--- config.mk ---
export PLATFORM = sky130hd
export DESIGN_NAME = ser_ctrl
export DESIGN_NICKNAME = d
export VERILOG_FILES = /design/src/rtl/ser_ctrl.sv
export SDC_FILE = /design/constraint.sdc
export NUM_CORES = 1
export LEC_CHECK = 0
export CAP_MARGIN = 25
export CORE_MARGIN = 2
export CORE_UTILIZATION = 27
export CTS_BUF_LIST = sky130_fd_sc_hd__clkbuf_4 sky130_fd_sc_hd__clkbuf_8
export CTS_CLUSTER_SIZE = 25
export DETAILED_ROUTE_END_ITERATION = 10
export PLACE_DENSITY_LB_ADDON = 0.08
export SLEW_MARGIN = 20
export SYNTH_ARGS = -nofsm -noshare
export SYNTH_HDL_FRONTEND = slang
export SYNTH_SLANG_ARGS = --single-unit
--- constraint.sdc ---
create_clock -name clk -period 3.65 [get_ports clk]
set_clock_uncertainty 0.1 [all_clocks]
set_input_delay 0.365 -clock clk [delete_from_list [all_inputs] [get_ports clk]]
set_output_delay 0.365 -clock clk [all_outputs]
set_load 0.02 [all_outputs]
--- src/rtl/ser_ctrl.sv ---
`timescale 1ns/1ps
// ser_ctrl: slot sequencer for the 8b/10b serializer path. Buffers one source
// byte, issues one byte (or an idle filler) per symbol slot, and strobes the PISO load.
module ser_ctrl #(
   parameter int          SYM_BITS  = 10,
   parameter int          PIPE_LAT  = 2,
   parameter logic [7:0]  IDLE_BYTE = 8'hBC
) (
   input  logic        clk,
   input  logic        rst_n,
   input  logic        enable,
   input  logic        s_valid,
   input  logic [7:0]  s_data,
   output logic        s_ready,
   output logic        data_en,
   output logic [7:0]  parallel_data_out,
   output logic        load_en,
   output logic        busy,
   output logic [7:0]  underrun_cnt
);

   localparam int                CNT_W    = $clog2(SYM_BITS);
   localparam logic [CNT_W-1:0]  CNT_LAST = CNT_W'(SYM_BITS - 1);

   typedef enum logic [1:0] {
      S_IDLE,
      S_RUN,
      S_DRAIN
   } state_t;

   state_t               state;
   state_t               state_nxt;
   logic [CNT_W-1:0]     cnt;
   logic                 buf_full;
   logic [7:0]           buf_data;
   logic [PIPE_LAT-1:0]  dly;
   logic [7:0]           pdo_q;
   logic                 issue_now;
   logic                 slot_end;
   logic                 accept;
   logic [7:0]           issue_byte;

   assign issue_now  = (state == S_RUN) && (cnt == '0);
   assign slot_end   = (cnt == CNT_LAST);
   assign s_ready    = !buf_full || issue_now;
   assign accept     = s_valid && s_ready;
   assign issue_byte = buf_full ? buf_data : IDLE_BYTE;

   assign data_en           = issue_now;
   assign parallel_data_out = issue_now ? issue_byte : pdo_q;
   assign load_en           = dly[PIPE_LAT-1];
   assign busy              = (state != S_IDLE);

   // Leaving DRAIN waits for an empty delay line so the last symbol is loaded
   // and has a full slot to shift out before the line goes quiet.
   always_comb begin
      // NOTE: next-state gets a default before the case so no path leaves it unassigned (no latch).
      state_nxt = state;
      case (state)
         S_IDLE:  if (enable) state_nxt = S_RUN;
         S_RUN:   if (slot_end && !enable) state_nxt = S_DRAIN;
         S_DRAIN: begin
            if (slot_end) begin
               if (enable)        state_nxt = S_RUN;
               else if (dly == '0) state_nxt = S_IDLE;
            end
         end
         default: state_nxt = S_IDLE;
      endcase
   end

   // NOTE: all state uses non-blocking assignments so every flop samples pre-edge values.
   always_ff @(posedge clk or negedge rst_n) begin
      if (!rst_n) begin
         state        <= S_IDLE;
         cnt          <= '0;
         buf_full     <= 1'b0;
         buf_data     <= 8'h00;
         dly          <= '0;
         pdo_q        <= 8'h00;
         underrun_cnt <= 8'h00;
      end else begin
         state <= state_nxt;

         if (state == S_IDLE) cnt <= '0;
         else                 cnt <= slot_end ? '0 : cnt + 1'b1;

         // A byte accepted in the issue cycle lands in the buffer for the next slot.
         if (accept) begin
            buf_full <= 1'b1;
            buf_data <= s_data;
         end else if (issue_now) begin
            buf_full <= 1'b0;
         end

         if (issue_now) pdo_q <= issue_byte;

         if (issue_now && !buf_full && (underrun_cnt != 8'hFF))
            underrun_cnt <= underrun_cnt + 8'h01;

         dly <= (dly << 1) | PIPE_LAT'(issue_now);
      end
   end

endmodule

==> impl_results.md, run 1 <==
* Outcome: finished, final reports clean
* Max-slew violation count at 0
* Post-Syn Area per Cell at around 11 um^2
* DRC at 0
* CP Capture Type: primary output
* Pre-antenna DRT Iters at 2
* Total of max-cap violations at 0
* NetSw at approximately 590 uW
* Most used routing layer: met2
* Ys async rst share at 100%
* Worst hold slack at around 0.28 ns
* Switching portion of total power at between 30% and 40%
* Post-Place Worst Slack at about 0.65 ns
* # setup viols final at 0
* Most common cell in the synthesized netlist: dfrtp_1
* Largest net degree at the start of global routing at 34
* Top FF cell, synth: dfrtp_1
* GR Util met1 at between 10% and 20%
* Worst r2r path cells at 6
* Share of cells above drive strength 1 at ~16%
* Via/cell ratio at approximately 4.3
* Syn Std Cell Area at 1490 um^2
* Synth warn at 0
* N_diodes at 0
* Final Util at between 30 and 40%
* HP Class: flip-flop to flip-flop
* Die width at around 78 um
* Placed Area at about 1900 um^2
* Total CTS buffers at 5
* Startpoint Class: flip-flop
* Finished Cell Area at between 1500 and 2000 um^2
* Synth cell count leaders: dfrtp_1, nand2_1, mux2_2, o21ai_0, nor2_1
* CP arrival at 2.79 ns
* LEAKAGE at ~0.84 nW
* Row cnt at 27
* Area leader, netlist: dfrtp_1
* Seq/Total Area, Yosys at approximately 55%
* Final hold violation count at 0
* Post-route non-filler standard cell count at about 240
* Distinct cells, synth at 33
* PD cells at 811 nW/um^2
* CTS tree: built
* Post-synthesis mux area share at under 10%
* Endpoint, Worst Hold: dly[1]
* I/O pins at 32
* Largest family of logic cells by synthesized area: simple AND/OR/NAND/NOR gates
* Simple-Gate Fraction of Synth Area at around a fifth
* Initial antenna violation count at 0
* CP required at about 3.2 ns
* Synthesis-to-finish area growth at 32.8%
* Power share of the clock group at about a fifth
* Port bufs at 31
* Via count at 1030
* Final Net Count at 182
* M3 GR Usage at between 4 and 5%
* Worst setup margin at 0.394 ns
* Flop pwr share at 37.9%
* Post-DP HPWL at 2.07 mm
* Max Fanout on Critical Path at 18
* Worst vdd ir at ~350 uV
* Internal power at about 1 mW
* Hold depth at 0
* Initial Utilization at between 20% and 30%
* Placer Congestion at ~0.7
* Root Buffer: clkbuf_8
* Reg2reg setup slack at roughly 1.3 ns
* Fin Setup TNS at 0 ns
* Reg2reg start: cnt[0]
* Fin crit share at 89.2%
* Synth area leaders: dfrtp_1, mux2_2, nand2_1
* Clk Latency, worst-skew pair at around 0.28 ns
* Synthesized flop and latch total at 33
* Post-CTS Resized at 0
* Inst Count DP at 231
* Detail Route Antenna Nets at 0
* GR Overflow Total at 0
* Core area at approximately 5400 um^2
* Synth top area share at 55.4%
* Relative slew slack at 62.0%
* First-pass GRT wire length at a little over 5 mm
* Compound-gate portion of the synthesized area at 6.29%
* H-tree depth at 2
* Wirelength per Cell at ~12 um
* Die Area at just over 6000 um^2
* Fmax at 307 MHz
* Clock transition at path regs at approximately 0.070 ns
* Adder-Cell Fraction of Synth Area at 3.36%
* DR iter-0 viols at 27
* Min Tclk post-route at between 3 and 4 ns
* R2R Path End: underrun_cnt[1]
* Combinational Power Share at 43.3%
* WS Path Type: flip-flop to primary output
* Wirelength, routed at 2.89 mm
* Hold Crit Start: dly[0]
* Vias in the first global route at 1063
* Postcts setup bufs at 0
* GRT Total Usage at between 10 and 15%
* Chip Height at about 78 um
* Syn Nets at approximately 150
* CTS Buffer Depth at 2
* Post-synth EDFFs at 0
* Total power at about 1.6 mW
* RSZ-0062 raised after global routing: false
* GR met2 Demand/Resource at 16.8%
* Xor and xnor fraction of the mapped netlist area at approximately 1.8%
* Hold-fix buffers, CTS at 0
* Synth Instances at 130
* Clk sinks at 33
* Slew at the pin closest to its max-slew limit at roughly 0.57 ns
## cells in the final DEF (no fill, tap or decap), drive strengths merged
cell type and count:
clkbuf 7, o31ai 1, nand4 1, mux2 13, nand2b 4, nor4b 1, nor4bb 1, o21ai 11
or3b 1, ha 4, inv 4, o22ai 1, nor2b 6, nand2 18, or2 2, nor3 2
nand3 6, nand3b 2, xor2 2, nor2 7, a41oi 1, and3 2, o21a 1, clkinv 1
clkdlybuf4s50 31, or4b 1, buf 1, xnor2 1, dfrtp 33, a21oi 1
## cells by family (layout without fill, tap and decap cells)
logic type / Yosys count / in the layout
AOI/OAI and AO/OA: 16 / 16
xor gates and xnor gates: 3 / 3
adders and majority gates: 4 / 4
buffers and inverters: 7 / 44
DFF: 33 / 33
muxes: 13 / 13
and+or+nand+nor: 54 / 54
## how the worst max path moves through the flow
stage,slack (ns),cells past startpoint,startpoint,to
global placement,0.68,6,cnt[0],parallel_data_out[5]
finish,0.39,6,cnt[0],parallel_data_out[5]
detailed placement,0.65,6,cnt[0],parallel_data_out[5]
floorplan,1.14,7,cnt[0],parallel_data_out[6]
global route,0.17,6,cnt[0],parallel_data_out[3]
CTS,0.34,6,cnt[0],parallel_data_out[5]
## critical path, cell delays in order (launching register included)
cell and delay [ns]:
dfrtp_1 0.42, inv_1 0.07, ha_1 0.15, or3b_4 0.41, or2_1 0.44, o21ai_0 0.35, clkdlybuf4s50_1 0.66
## power by group through the flow
stage	registers [mW]	clock network (mW)	logic, mW
after floorplan	0.603	0	0.440
after global placement	0.615	0	0.705
after detailed placement	0.618	0	0.710
after CTS	0.613	0.321	0.713
after global routing	0.632	0.334	0.767
final	0.610	0.301	0.695
## routing by layer
layer	share of wire, %	up-vias
li1	-	511
met1	46	487
met2	46	26
met3	5.9	6
met4	2.0	0
met5	0	-
## flip-flops by register name, summed over array words and instances (netlist names)
signal        count
cnt               4
pdo_q             8
buf_full          1
buf_data          8
state             2
underrun_cnt      8
dly               2
## area by class of cell
| cell class | instances | area (um^2) |
|---|---|---|
| Timing Repair Buffer | 32 | 318 |
| Sequential cell | 33 | 826 |
| Inverter | 4 | 15.0 |
| Clock buffer | 7 | 96.3 |
| Multi-Input combinational cell | 90 | 631 |
| Tap cell | 72 | 90.1 |
| Clock inverter | 1 | 5.00 |
| Fill cell | 561 | 3420 |
Note: power is estimated with default switching activity, not from simulation.
==> inputs of run 2 (changes only) <==
Settings changed: ABC_AREA from default to 1, DONT_BUFFER_PORTS from default to 1.
==> run 2 against run 1 <==
Against the previous run: count of clock-buffer cells in the layout decreased by 1; clock power decreased by 10%; critical path depth decreased by 2; flip-flop and latch count unchanged; design area decreased by 9.9%; sequential share of layout area increased by 4.6 points; maximum frequency increased by 48%; routed wire length increased by 12%; non-clock buffer count decreased by 30; power decreased by 4.4%; critical endpoint unchanged; largest power group is now registers.
==> impl_results.md, run 2 <==
* Synth warn at 0 (unchanged)
* Share of cells above drive strength 1 at 10.7% (-5.5 points)
* Seq/Total Area, Yosys at 51.0% (-4.4 points)
* LEAKAGE at 0.866 nW (+2.9%)
* Clk sinks at 33 (unchanged)
* Initial antenna violation count at 0 (unchanged)
* Wirelength, routed at 3.25 mm (+12%)
* Ys async rst share at 100% (unchanged)
* Top FF cell, synth: dfrtp_1
* Die Area at 6630 um^2 (+8.1%)
* CP peak stage delay at 0.48 ns (-0.18 ns)
* CP Capture Type: primary output
* Post-Syn Area per Cell at 8.57 um^2 (-25%)
* DR iter-0 viols at 44 (+63%)
* Total CTS buffers at 5 (unchanged)
* Wirelength per Cell at 12.0 um (-0.88%)
* Hold-fix buffers, CTS at 2 (+2)
* Post-CTS Resized at 0 (unchanged)
* Most common cell after layout, fill and taps aside: nand2_1
* Distinct cells, synth at 22 (-33%)
* Root Buffer: clkbuf_8
* Post-DP HPWL at 2.35 mm (+13%)
* Outcome: finished, final reports clean
* CP max stage cell: o21ai_1
* PD cells at 860 nW/um^2 (+6.1%)
* Most common cell in the synthesized netlist: nand2_1
* Final hold violation count at 0 (unchanged)
* Max Fanout on Critical Path at 17 (-1)
* Syn Std Cell Area at 1620 um^2 (+8.6%)
* Post-Place Worst Slack at 1.72 ns (+1.07 ns)
* Detail Route Antenna Nets at 0 (unchanged)
* Startpoint Class: flip-flop
* GRT Total Usage at 11.3% (+0.34 points)
* Total of max-cap violations at 0 (unchanged)
* GR Overflow Total at 0 (unchanged)
* Clk Latency, worst-skew pair at 0.28 ns (about the same)
* DRC at 0 (unchanged)
* Row cnt at 28 (+3.7%)
* Post-synth EDFFs at 0 (unchanged)
* # setup viols final at 0 (unchanged)
* CP arrival at 1.74 ns (-1.05 ns)
* Via/cell ratio at 4.50 (+4.5%)
* Relative slew slack at 66.8% (+4.8 points)
* Synthesized flop and latch total at 33 (unchanged)
* Synth area leaders: dfrtp_1, nand2_1, nand3_1
* CTS Buffer Depth at 2 (unchanged)
* Clock transition at path regs at 0.07 ns (about the same)
* Most frequent cells in the layout: nand2_1, dfrtp_1, nor2_1
* Worst setup margin at 1.45 ns (+1.05 ns)
* Chip Height at 81.4 um (+4.0%)
* RSZ-0062 raised after global routing: false
* Via count at 1220 (+18%)
* Synth Instances at 189 (+45%)
* Vias in the first global route at 1259 (+18%)
* Port bufs at 0 (-100%)
* Min Tclk post-route at 2.20 ns (-1.05 ns)
* Postcts setup bufs at 0 (unchanged)
* H-tree depth at 2 (unchanged)
* Syn Nets at 205 (+40%)
* Largest regs: buf_data (8), pdo_q (8), underrun_cnt (8)
* N_diodes at 0 (unchanged)
* First-pass GRT wire length at 5.67 mm (+9.7%)
* Pre-antenna DRT Iters at 4 (+2)
* Largest net degree at the start of global routing at 34 (unchanged)
* HP Class: input pin to flip-flop
* Core area at 5850 um^2 (+8.2%)
* Fin Setup TNS at 0 ns (unchanged)
* Die width at 81.4 um (+4.0%)
* Synthesis-to-finish area growth at 10.2%
* WS Path Type: flip-flop to primary output
* Placer Congestion at 0.781 (+12%)
* Fmax at 454 MHz (+48%)
* CTS tree: built
* Worst vdd ir at 343 uV (-2.7%)
* Fin crit share at 60.3% (-29 points)
* CP required at 3.18 ns (about the same)
* Max-slew violation count at 0 (unchanged)
* Final Net Count at 211 (+16%)
* Synth top area share at 51.0% (-4.4 points)
* Area leader, netlist: dfrtp_1
* Synth cell count leaders: nand2_1, dfrtp_1, nor2_1, inv_1, nand3_1
* Initial Utilization at 27.7% (+0.081 points)
* CP Cell Sequence: inv_1, ha_1, nand3_4, o21ai_1
* Slew at the pin closest to its max-slew limit at 0.494 ns (-0.0753 ns)
* I/O pins at 32 (unchanged)
run 2: cell types whose count changed in the layout (fill, tap and decap cells not counted), sizes merged, moves of 9 or more:
cell,delta
mux2,-13
nor2,+12
nand3,+9
inv,+12
clkdlybuf4s50,-31
nand2,+56
run 2: final cells by class:
type,instances,area (um^2)
multi-input cells,137,688
flip-flops and latches,33,826
repair buffers,2,30.0
clock inverters,2,10.0
well taps,75,93.8
inverters,16,60.1
clock buffers,6,76.3
fillers,611,4070
run 2: through the flow:
stage / hold slack, ns / util [%] / cells / instance area, um^2 / total power, mW
2_1_floorplan: -0.0306 / - / 189 / 1620 / 1.20
3_3_place_gp: -0.0298 / 28.5 / 261 / 1670 / 1.26
3_5_place_dp: -0.0298 / 28.5 / 261 / 1670 / 1.27
4_1_cts: 0.111 / 30.5 / 271 / 1780 / 1.57
5_1_grt: 0.127 / 30.5 / 271 / 1780 / 1.68
6_report: 0.127 / 30.5 / 271 / 1780 / 1.54
run 2: power breakdown:
part           internal (mW)  switching (mW)  total, mW  leakage [nW]
Clock                  0.139           0.130      0.270        0.0484
Combinational          0.169           0.449      0.617         0.399
Sequential             0.513           0.135      0.648         0.419
Total                  0.822           0.714       1.54         0.866
run 2: worst paths after layout:
| kind | startpoint | to | slack (ns) | cells past startpoint |
|---|---|---|---|---|
| hold reg to reg | dly[0] | dly[1] | 0.27 | 0 |
| min in group asynchronous | rst_n | buf_data[0] | 0.43 | 2 |
| setup / recovery | cnt[0] | parallel_data_out[5] | 1.45 | 4 |
| max in group asynchronous | rst_n | underrun_cnt[5] | 2.84 | 2 |
| hold / removal | s_data[1] | buf_data[1] | 0.13 | 2 |
| setup reg to reg | cnt[0] | buf_data[1] | 1.93 | 7 |
run 2: kinds of logic (layout without fill, tap and decap cells):
| group | count (synthesis) | count (layout) | share of synthesized area [%] |
|---|---|---|---|
| flops | 33 | 33 | 51.0 |
| xor+xnor | 4 | 4 | 2.16 |
| buf+inv | 19 | 26 | 6.49 |
| simple gates | 113 | 113 | 32.1 |
| fa+ha+maj | 4 | 4 | 3.09 |
| compound gates | 16 | 16 | 5.10 |
run 2: critical path, delay by kind of cell, from the launching register on:
family / cells / cell delay [ns]
and+or+nand+nor: 1 / 0.23
AOI/OAI and AO/OA: 1 / 0.48
DFF: 1 / 0.43
adders and majority gates: 1 / 0.24
buffers and inverters: 1 / 0.08
run 2: layer usage:
| layer | part of all wire, % | track usage [%] |
|---|---|---|
| met1 | 46 | 13.4 |
| met2 | 45 | 18.4 |
| met3 | 7.5 | 4.29 |
| met4 | 0.95 | 4.58 |
| met5 | 0 | 0 |
